### src/rtl/clk_div_prog_if.sv
// Control/status bundle for the programmable clock divider.
// master drives the run/load controls, slave is the divider itself.
interface clk_div_prog_if #(
    parameter int WIDTH = 28
);
    logic             i_en;
    logic             i_restart;
    logic             i_load;
    logic [WIDTH-1:0] i_div_in;
    logic [WIDTH-1:0] i_high_in;
    logic             o_out;
    logic             o_tick;
    logic             o_pending;
    logic             o_applied;

    modport master (
        output i_en, i_restart, i_load, i_div_in, i_high_in,
        input  o_out, o_tick, o_pending, o_applied
    );

    modport slave (
        input  i_en, i_restart, i_load, i_div_in, i_high_in,
        output o_out, o_tick, o_pending, o_applied
    );
endinterface

### src/rtl/clk_div_prog.sv
// Runtime-programmable clock divider with duty control and a period-start tick.
// New divisor/high-time sit in a shadow and are only applied at a period boundary.
module clk_div_prog #(
    parameter int          WIDTH        = 28,
    parameter int unsigned DEFAULT_DIV  = 50000000,
    parameter int unsigned DEFAULT_HIGH = 25000000
) (
    input  logic           clk,
    input  logic           rst_n,
    clk_div_prog_if.slave  bus
);
    localparam logic [WIDTH-1:0] L_DEF_DIV  = WIDTH'(DEFAULT_DIV);
    localparam logic [WIDTH-1:0] L_DEF_HIGH = WIDTH'(DEFAULT_HIGH);
    localparam logic [WIDTH-1:0] L_ONE      = WIDTH'(1);

    logic [WIDTH-1:0] r_cnt;
    logic [WIDTH-1:0] r_act_div;
    logic [WIDTH-1:0] r_act_high;
    logic [WIDTH-1:0] r_sh_div;
    logic [WIDTH-1:0] r_sh_high;
    logic             r_pending;
    logic             r_applied;
    logic             r_out;
    logic             r_tick;

    logic [WIDTH-1:0] w_eff_div;
    logic [WIDTH-1:0] w_last;
    logic             w_boundary;
    logic             w_apply;

    // A programmed divisor of 0 behaves exactly like 1.
    assign w_eff_div  = (r_act_div == '0) ? L_ONE : r_act_div;
    assign w_last     = w_eff_div - L_ONE;
    assign w_boundary = bus.i_en && (r_cnt >= w_last);
    assign w_apply    = r_pending && (!bus.i_en || bus.i_restart || w_boundary);

    always_ff @(posedge clk or negedge rst_n) begin
        if (!rst_n) begin
            r_cnt      <= '0;
            r_out      <= 1'b0;
            r_tick     <= 1'b0;
            r_act_div  <= L_DEF_DIV;
            r_act_high <= L_DEF_HIGH;
            r_sh_div   <= L_DEF_DIV;
            r_sh_high  <= L_DEF_HIGH;
            r_pending  <= 1'b0;
            r_applied  <= 1'b0;
        end else begin
            if (!bus.i_en || bus.i_restart) begin
                r_cnt  <= '0;
                r_out  <= 1'b0;
                r_tick <= 1'b0;
            end else begin
                r_cnt  <= w_boundary ? '0 : r_cnt + L_ONE;
                r_out  <= (r_cnt < r_act_high);
                r_tick <= (r_cnt == '0);
            end

            // The apply consumes the old shadow even when a load lands in the same cycle.
            r_applied <= w_apply;
            if (w_apply) begin
                r_act_div  <= r_sh_div;
                r_act_high <= r_sh_high;
            end

            if (bus.i_load) begin
                r_sh_div  <= bus.i_div_in;
                r_sh_high <= bus.i_high_in;
                r_pending <= 1'b1;
            end else if (w_apply) begin
                r_pending <= 1'b0;
            end
        end
    end

    assign bus.o_out     = r_out;
    assign bus.o_tick    = r_tick;
    assign bus.o_pending = r_pending;
    assign bus.o_applied = r_applied;
endmodule

### src/flat_wrapper.sv
// flat-port wrapper written by rule: the top's interface ports become plain ports
module clk_div_prog_flat 
#(
    parameter int          WIDTH        = 28,
    parameter int unsigned DEFAULT_DIV  = 50000000,
    parameter int unsigned DEFAULT_HIGH = 25000000
)
  (clk, rst_n, bus_i_en, bus_i_restart, bus_i_load, bus_i_div_in, bus_i_high_in, bus_o_out, bus_o_tick, bus_o_pending, bus_o_applied);
  clk_div_prog_if #(.WIDTH(WIDTH)) bus_i ();
  input  logic clk;
  input  logic rst_n;
  input wire logic [$bits(bus_i.i_en)-1:0] bus_i_en;
  input wire logic [$bits(bus_i.i_restart)-1:0] bus_i_restart;
  input wire logic [$bits(bus_i.i_load)-1:0] bus_i_load;
  input wire logic [$bits(bus_i.i_div_in)-1:0] bus_i_div_in;
  input wire logic [$bits(bus_i.i_high_in)-1:0] bus_i_high_in;
  output wire logic [$bits(bus_i.o_out)-1:0] bus_o_out;
  output wire logic [$bits(bus_i.o_tick)-1:0] bus_o_tick;
  output wire logic [$bits(bus_i.o_pending)-1:0] bus_o_pending;
  output wire logic [$bits(bus_i.o_applied)-1:0] bus_o_applied;
  assign bus_i.i_en = bus_i_en;
  assign bus_i.i_restart = bus_i_restart;
  assign bus_i.i_load = bus_i_load;
  assign bus_i.i_div_in = bus_i_div_in;
  assign bus_i.i_high_in = bus_i_high_in;
  assign bus_o_out = bus_i.o_out;
  assign bus_o_tick = bus_i.o_tick;
  assign bus_o_pending = bus_i.o_pending;
  assign bus_o_applied = bus_i.o_applied;
  clk_div_prog #(.WIDTH(WIDTH), .DEFAULT_DIV(DEFAULT_DIV), .DEFAULT_HIGH(DEFAULT_HIGH)) u_core (.clk(clk), .rst_n(rst_n), .bus(bus_i));
endmodule
### config.mk
export PLATFORM = sky130hd
export DESIGN_NAME = clk_div_prog_flat
export DESIGN_NICKNAME = d
export VERILOG_FILES = /design/src/rtl/clk_div_prog_if.sv /design/src/rtl/clk_div_prog.sv /design/src/flat_wrapper.sv
export SDC_FILE = /design/constraint.sdc
export NUM_CORES = 1
export LEC_CHECK = 0
export BUFFER_PORTS_ARGS = -buffer_cell sky130_fd_sc_hd__buf_2
export CORE_MARGIN = 3
export CORE_UTILIZATION = 40
export CTS_BUF_LIST = sky130_fd_sc_hd__clkbuf_4
export DETAILED_ROUTE_END_ITERATION = 7
export MAX_ROUTING_LAYER = met4
export PLACE_DENSITY = 0.7
export SLEW_MARGIN = 25
export SYNTH_ARGS = -nofsm -noshare
export SYNTH_HDL_FRONTEND = slang
export SYNTH_SLANG_ARGS = --single-unit
### constraint.sdc
create_clock -name clk -period 5.35 [get_ports clk]
set_clock_uncertainty 0.1 [all_clocks]
set_input_delay 0.2675 -clock clk [delete_from_list [all_inputs] [get_ports clk]]
set_output_delay 0.2675 -clock clk [all_outputs]
set_load 0.01 [all_outputs]
Yosys cells after proc, flatten, opt, wreduce, memory -nomap -nowiden. Cells that the tools add are included.

Add/subtract/negate cells: 2. Magnitude comparators: 2. Muxes and demuxes: 7. Reductions and logical operators: 8.

Operators with widths (count): two-way mux 28 bit (3); logical NOT 28 bit (2); adder 28 x 1 -> 28 bit, second input constant (1); greater-or-equal comparator 28 bit (1); less-than comparator 28 bit (1); subtractor 28 x 1 -> 28 bit, second input constant (1); two-way mux 1 bit (4); logical AND 1 bit (2); logical OR 1 bit (2); nonzero test 2 bit (1); logical NOT 1 bit (1).

Bits in registers: 144.

Longest topological paths before layout. Gate-level depths: netlist of run 1.

Word-level depth: 9. Gate-level depth with buffers: 22. Depth with buffers taken out: 19.

Worst setup path after synthesis of run 1. OpenSTA, ideal clock, no wires.

Path kind: flip-flop to flip-flop. Start point: reg u_core.r_act_div[17]. End point: reg u_core.r_act_div[26]. Library setup time: 125 ps. Arrival: 5647 ps. Required time: 5125 ps. Slack: -522 ps. Cell stages (with the launch flop): 23. Path buffers: 3. Cells stage by stage: dfstp_2 or3_1 clkbuf_1 nor3_1 and3_1 and2_1 nor2_1 ha_1 or4b_2 or4_4 or4_4 or2_4 nor3_2 xnor2_1 ha_1 nand4_1 a21oi_1 o31ai_1 nand3_1 o21ai_0 clkbuf_1 clkbuf_1 mux2_2.

Word-level cells in the longest chain between the ends: 7.

RTL lines: start: declaration (line clk_div_prog.sv:17) `logic [WIDTH-1:0] r_act_div;`; start signal: assignment (line clk_div_prog.sv:62) `r_act_div <= r_sh_div;`; logical NOT 28 bit (line clk_div_prog.sv:32) `assign w_eff_div = (r_act_div == '0) ? L_ONE : r_act_div;`; two-way mux 28 bit (*) (line clk_div_prog.sv:32); subtractor 28 x 1 -> 28 bit (*) (line clk_div_prog.sv:33) `assign w_last = w_eff_div - L_ONE;`; greater-or-equal comparator 28 bit (*) (line clk_div_prog.sv:34) `assign w_boundary = bus.i_en && (r_cnt >= w_last);`; logical AND 1 bit (*) (line clk_div_prog.sv:34); logical OR 1 bit (*) (line clk_div_prog.sv:35) `assign w_apply = r_pending && (!bus.i_en || bus.i_restart || w_boundary);`; logical AND 1 bit (*) (line clk_div_prog.sv:35).

Mark *: on every way between the ends. The rest lies on a longest branch, timed or not. A chain may end at the register's enable or synchronous reset.

Final worst setup path of run 1.
Start point: reg u_core.r_act_div[13]. End point: reg u_core.r_act_div[0].

Same word-level chain as after synthesis.

==> results of run 1 <==
==> kinds of logic after synthesis <==
| family | share of synthesized area (%) |
|---|---|
| mux | 16.9 |
| simple gates | 11.6 |
| xor+xnor | 5.76 |
| compound gates | 4.26 |
| fa+ha+maj | 9.74 |
| flops | 49.2 |
| buf+inv | 2.53 |
==> how the worst min path moves through the flow <==
| stage | start | end | slack [ns] | depth (start not counted) |
|---|---|---|---|---|
| detailed placement | rst_n | u_core.bus.o_applied | 0.27 | 1 |
| finish | bus_i_restart | u_core.bus.o_out | 0.11 | 5 |
| global route | bus_i_restart | u_core.bus.o_out | 0.13 | 5 |
| global placement | rst_n | u_core.bus.o_applied | 0.26 | 1 |
| CTS | bus_i_restart | u_core.bus.o_out | 0.07 | 5 |
| floorplan | rst_n | u_core.bus.o_applied | -0.13 | 0 |
==> worst register-to-register path: cells and delay by family (launching register included) <==
kind	cells	cell delay (ns)
AOI/OAI and AO/OA	3	0.63
xor gates and xnor gates	1	0.13
adders and majority gates	2	0.40
buffers and inverters	1	0.33
DFF	1	0.56
muxes	1	0.33
and+or+nand+nor	12	2.59
==> Yosys cell counts (3+ instances only) <==
library cell,count
mux2_2,112
nor2b_1,3
nor3_1,17
dfstp_2,48
and3_1,7
or3_1,4
nand2_1,28
nor2_1,57
dfrtp_1,96
nand4_1,13
a211oi_1,7
nor4_1,10
inv_1,33
xor2_1,23
ha_1,58
o211ai_1,3
xnor2_1,26
a21o_1,3
or4_1,4
nand3_1,15
a21oi_1,14
clkbuf_1,16
o21ai_0,15
==> stage by stage <==
stage | power (mW) | util (%) | hold WS [ns] | setup TNS (ns) | instance area, µm²
4_1_cts | 2.60 | 51.2 | 0.0718 | 0 | 9290
3_3_place_gp | 1.78 | 45.4 | 0.265 | 0 | 8250
5_1_grt | 2.77 | 52.6 | 0.128 | -1.84 | 9550
2_1_floorplan | 1.64 | - | -0.128 | -0.351 | 7500
3_5_place_dp | 1.80 | 45.4 | 0.268 | -0.102 | 8250
6_report | 2.62 | 52.6 | 0.108 | 0 | 9550
==> power by group through the flow <==
stage / Clock, mW / Combinational (mW) / Sequential [mW]
2_1_floorplan: 0 / 0.298 / 1.34
3_3_place_gp: 0 / 0.432 / 1.35
3_5_place_dp: 0 / 0.445 / 1.36
4_1_cts: 0.761 / 0.506 / 1.34
5_1_grt: 0.808 / 0.609 / 1.36
6_report: 0.736 / 0.546 / 1.34
==> state kept, by name, summed over array words and instances, names as in the netlist <==
signal                count
u_core.r_act_div         28
u_core.r_act_high        28
u_core.r_cnt             28
u_core.r_sh_div          28
u_core.r_sh_high         28
u_core.bus.o_applied      1
u_core.bus.o_out          1
u_core.bus.o_pending      1
u_core.bus.o_tick         1
==> routing by layer <==
| layer | share of wire (%) | GRT usage, % | wire length (µm) | vias to the layer above |
|---|---|---|---|---|
| li1 | - | - | - | 2604 |
| met1 | 46 | 20.1 | 7360 | 2634 |
| met2 | 49 | 27.3 | 7740 | 89 |
| met3 | 3.4 | 3.46 | 539 | 20 |
| met4 | 1.9 | 5.10 | 310 | 0 |
| met5 | 0 | - | 0 | - |
==> timing repair <==
item	4_1_cts	5_1_grt
cloned	3	4
hold endpoints to repair	120	0
setup buffers	5	6
hold buffers	59	0
pin swaps	4	7
setup endpoints to repair	56	84
resized for setup	8	29
==> cells in the final DEF, fill, tap and decap left out, types with 4 or more instances in the layout <==
cell type / Yosys / routed
buf_6: 0 / 4
and3_1: 7 / 6
mux2_2: 112 / 98
clkinvlp_4: 0 / 5
mux2_4: 0 / 14
a21oi_1: 14 / 14
ha_1: 58 / 57
nand2_1: 28 / 28
dfrtp_1: 96 / 96
a211oi_1: 7 / 6
inv_1: 33 / 33
buf_2: 1 / 63
dlygate4sd3_1: 0 / 59
nand3_1: 15 / 15
xnor2_1: 26 / 26
dfstp_2: 48 / 48
nand4_1: 13 / 13
nor2_1: 57 / 56
buf_4: 0 / 32
o21ai_0: 15 / 13
xor2_1: 23 / 23
nor3_1: 17 / 15
clkbuf_4: 0 / 18
nor4_1: 10 / 9
clkbuf_16: 0 / 4
==> cell type report <==
type,count,area [µm²]
fillers,1589,8590
repair buffers,168,1440
clock buffers,18,135
clock inverters,14,166
well taps,229,287
flip-flops and latches,144,3660
diodes,1,2.50
multi-input cells,443,3740
inverters,33,124
==> flow_summary.toml, run 1 <==
[critical_path]
cp.buffers_inverters = 1
rrSetupSlack_ns = 0.17
timing.rr.end = "u_core.r_act_div[0]"
cp_max_fo = 10
crit_family = "simple AND/OR/NAND/NOR gates"
cp.arrival_ns = 5.54
crit_cells = 20
r2r_start = "u_core.r_act_div[13]"
worstSetupPathType = "flop to flop"
critPathMaxStageDelay_ns = 0.56
cpMostUsedCell = "or4_4"
worst_path_max_delay_cell = "dfstp_2"
endpoint_kind = "flop"
critPathLaunchType = "flop"
crit_chain = "or4_4 > nor3_1 > and3_4 > and2_4 > nor2_4 > ha_4 > or4b_4 > or4_4 > or4_4 > or2_4 > nor3_4 > xnor2_1 > ha_1 > o21ai_1 > nor2_1 > o31ai_1 > nand3_1 > o21ai_4 > bufbuf_16 > mux2_2"
timing.critical_path.to = "u_core.r_act_div[0]"
r2r_cells = 20
cp.required_ns = 5.71
crit_start = "u_core.r_act_div[13]"

[place]
gp_congestion = 0.832
hpwl_um = 10200
pre_cts_ws_ns = -0.0120
portBuffers = 64
dpl.cell_count = 940

[clock_network]
cts_root_buf = "clkbuf_4"
cts.reportedPaths.clkPinSlew_ns = 0.13
cts_tree = "built"
h-tree-depth = 4
cts.sinks = 144
numCtsBuffers = 17
insertion_delay_ns = 0.58
ctsLongestPathBuffers = 2

[global_routing]
grt_pass1_wl_um = 26000
grt_max_degree = 85
grtUsageTotal_pct = 16.4
antenna_found_initial = 1
grt_pass1_vias = 5517
grt_overflow = 0

[route]
avgRoutedWirePerCell_um = 15.2
drtIter0Drc = 389
ant_nets = 0
drt_wl_total_um = 15900
drc_errors = 0
viasPerCell = 5.09
first_pass_iters = 4
via_count = 5347

[power_and_ir_drop]
power.internal_mw = 1.90
pwr-share-comb_pct = 20.8
p_sw_uw = 724
peakVddDrop_mv = 0.145
p_per_area_nw_per_um2 = 274
power.share.clock_pct = 28.1
p_sw_share_pct = 27.6
cellLeakagePower_nw = 4.28
power_frac_seq_pct = 51.1

[layout]
nets = 926
fin_cells = 1050
syn_to_final_growth_pct = 28.2
drive_gt1_share_pct = 38.8

[sta]
tightest_slew_ns = 0.858
timing.final.ws_setup_ns = 0.175
period_share_pct = 96.7
drv_slew = 0
final-setup-viol-count = 0
finalHoldViolCount = 0
maxSlewHeadroom_pct = 42.3
rsz0062_at_grt = "true"
max_freq_mhz = 193
period_needed_ns = 5.18

[die]
ios = 65
start_util_pct = 41.1
row_count = 49
die_x_um = 143
core_um2 = 18100
die_area_um2 = 20300
die_h_um = 143

[synthesis]
yosys_warnings = 0
synth_top_flop_cell = "dfrtp_1"
async_flop_share_pct = 100
yosysSeqAreaShare_pct = 49.2
yosys.area.top_type = "dfrtp_1"
synth_top_area_share_pct = 32.2
synthesis.nets = 756
synth_seq_cells = 144
synth_edf_count = 0
syn-cell-area_um2 = 7450
yosysUniqueCellTypes = 41
synth.area.top_cells = "dfrtp_1, dfstp_2, mux2_2"
synth_area_per_cell_um2 = 11.7
synthCells = 637

[outcome]
status = "complete, no violations"

[job]
cap_violations = 0

[worst_hold_path]
hp-class = "input pin to flop"
Note: power is estimated with default switching activity, not from simulation.
==> run 2: changes to the inputs <==
Settings changed: BUFFER_PORTS_ARGS -buffer_cell sky130_fd_sc_hd__buf_2 to -buffer_cell sky130_fd_sc_hd__buf_4.
Clock period 5.35 ns to 4.3 ns, I/O delays scaled along.
==> run 2 against run 1 <==
Net effect: cell count increased by 1.3%; setup slack got worse by 1.0 ns; critical path depth increased by 1; the run now ends with negative setup slack left; sequential share of layout area decreased by 2.0 points; maximum frequency increased by 1.0%; worst hold slack improved by 0.00094 ns; via count increased by 1.3%; critical endpoint is now u_core.r_act_high[1]; power increased by 27%; largest power group unchanged; global-route usage increased by 0.88 points; highest routed layer unchanged.
==> flow_summary.toml, run 2 (same netlist as run 1, synthesis figures left out) <==
[outcome]
status = "finished, violations left"
violations = "negative setup slack"

[route]
viasPerCell = 5.09
first_pass_iters = 4
ant_nets = 0
drtIter0Drc = 292
drt_wl_total_um = 16800
avgRoutedWirePerCell_um = 15.8
drc_errors = 0
via_count = 5414

[global_routing]
grt_overflow = 0
grt_max_degree = 108
grt_pass1_wl_um = 27200
grtUsageTotal_pct = 17.3
grt_pass1_vias = 5608
antenna_found_initial = 0

[place]
pre_cts_ws_ns = -0.816
hpwl_um = 10800
portBuffers = 64
placed_area_um2 = 8670
gp_congestion = 0.852

[critical_path]
critPathMaxStageDelay_ns = 0.55
worstSetupPathType = "flop to flop"
crit_chain = "or4_4 > nor3_2 > and3_4 > and2_4 > nor2_4 > ha_2 > or4b_4 > or4_4 > or4_4 > or2_4 > nor3_2 > xnor2_1 > ha_1 > nand4_1 > nor3_1 > o211ai_1 > nand3_1 > o21ai_4 > buf_4 > clkbuf_16 > mux2_4"
cp.arrival_ns = 5.48
cp.required_ns = 4.66
worst_path_max_delay_cell = "dfstp_2"
endpoint_kind = "flop"
crit_family = "simple AND/OR/NAND/NOR gates"
cp.buffers_inverters = 2
critPathLaunchType = "flop"
cp_max_fo = 7
cpMostUsedCell = "or4_4"

[sta]
finalHoldViolCount = 0
tightest_slew_ns = 0.857
max_freq_mhz = 195
maxSlewHeadroom_pct = 42.4
drv_slew = 0
final-setup-viol-count = 86
period_share_pct = 119
rsz0062_at_grt = "true"
timing.final.ws_setup_ns = -0.824
period_needed_ns = 5.12

[layout]
diodes = 0
final_cell_mix = "buf_4, dfrtp_1, mux2_2, ha_1, dlygate4sd3_1"
final_area_um2 = 10100
syn_to_final_growth_pct = 35.3
nets = 942
final_common_cell = "buf_4"
fillers = 1550
drive_gt1_share_pct = 43.6

[clock_network]
cts_root_buf = "clkbuf_4"
cts.sinks = 144
numCtsBuffers = 17
cts_tree = "built"
cts.reportedPaths.clkPinSlew_ns = 0.12
ctsLongestPathBuffers = 2
insertion_delay_ns = 0.56
h-tree-depth = 4

[job]
cap_violations = 0

[die]
die_x_um = 143
die_h_um = 143
ios = 65
core_um2 = 18100
row_count = 49
die_area_um2 = 20300
start_util_pct = 41.1

[worst_hold_path]
hp-class = "input pin to flop"

[power_and_ir_drop]
p_per_area_nw_per_um2 = 331
peakVddDrop_mv = 0.234
cellLeakagePower_nw = 4.54
p_total_mw = 3.33
## run 2: changes by cell type in the layout (fill, tap and decap cells not counted), moves of 6 or more
cell and delta:
mux2_2 -30, nor2_1 -27, buf_2 -63, nor2_2 +6
buf_4 +81, nor2_4 +21, mux2_4 +30
## run 2: where the power goes
part	switching [mW]	internal, mW	total (mW)
clock	0.480	0.406	0.886
sequential	0.0912	1.56	1.65
combinational	0.331	0.467	0.799
total	0.903	2.43	3.33
## run 2: final timing paths
path | start | endpoint | slack (ns) | cells after the start
max in group asynchronous | rst_n | u_core.r_act_div[20] | 2.86 | 3
worst min-delay path | bus_i_en | u_core.bus.o_tick | 0.11 | 3
worst max register to register | u_core.r_act_div[12] | u_core.r_act_high[1] | -0.82 | 21
worst max-delay path | u_core.r_act_div[12] | u_core.r_act_high[1] | -0.82 | 21
min in group asynchronous | rst_n | u_core.r_cnt[4] | 0.22 | 2
worst min register to register | u_core.r_sh_high[0] | u_core.r_act_high[0] | 0.42 | 1
## run 2: tightest hold or removal path: stages
cell and delay, ns:
buf_4 0.11, nand2b_1 0.27, nor4_1 0.14
## run 2: through the flow
| stage | hold WS (ns) | setup TNS (ns) | utilization [%] | instances |
|---|---|---|---|---|
| after global routing | 0.0457 | -81.07 | 55.6 | 1064 |
| after floorplan | -0.181 | -55.45 | - | 637 |
| after detailed placement | 0.318 | -60.32 | 47.8 | 961 |
| after CTS | 0.0506 | -60.74 | 53.9 | 1057 |
| final | 0.109 | -65.79 | 55.6 | 1064 |
| after global placement | 0.313 | -54.40 | 47.8 | 961 |
## run 2: cell type report
type                            count  area, µm²  share of cell area, %
Clock buffer                       19        143                   1.41
Clock inverter                     12        144                   1.43
Inverter                           33        124                   1.23
Multi-Input combinational cell    443       4040                   40.0
Sequential cell                   144       3660                   36.3
Tap cell                          229        287                   2.84
Timing Repair Buffer              184       1690                   16.7
## run 2: metal layers
layer,global-route usage (%),wire length (µm)
met4,5.70,279
met2,27.5,8210
met5,-,0
met1,22.0,7710
met3,3.86,651
## run 2: repair_timing
action / 4_1_cts / 5_1_grt
endpoints found under the hold margin: 137 / 0
gates cloned: 3 / 3
hold buffers: 57 / 0
pin swaps: 17 / 8
gates resized for setup: 37 / 56
buffers inserted: 5 / 4
endpoints found under the setup margin: 86 / 86
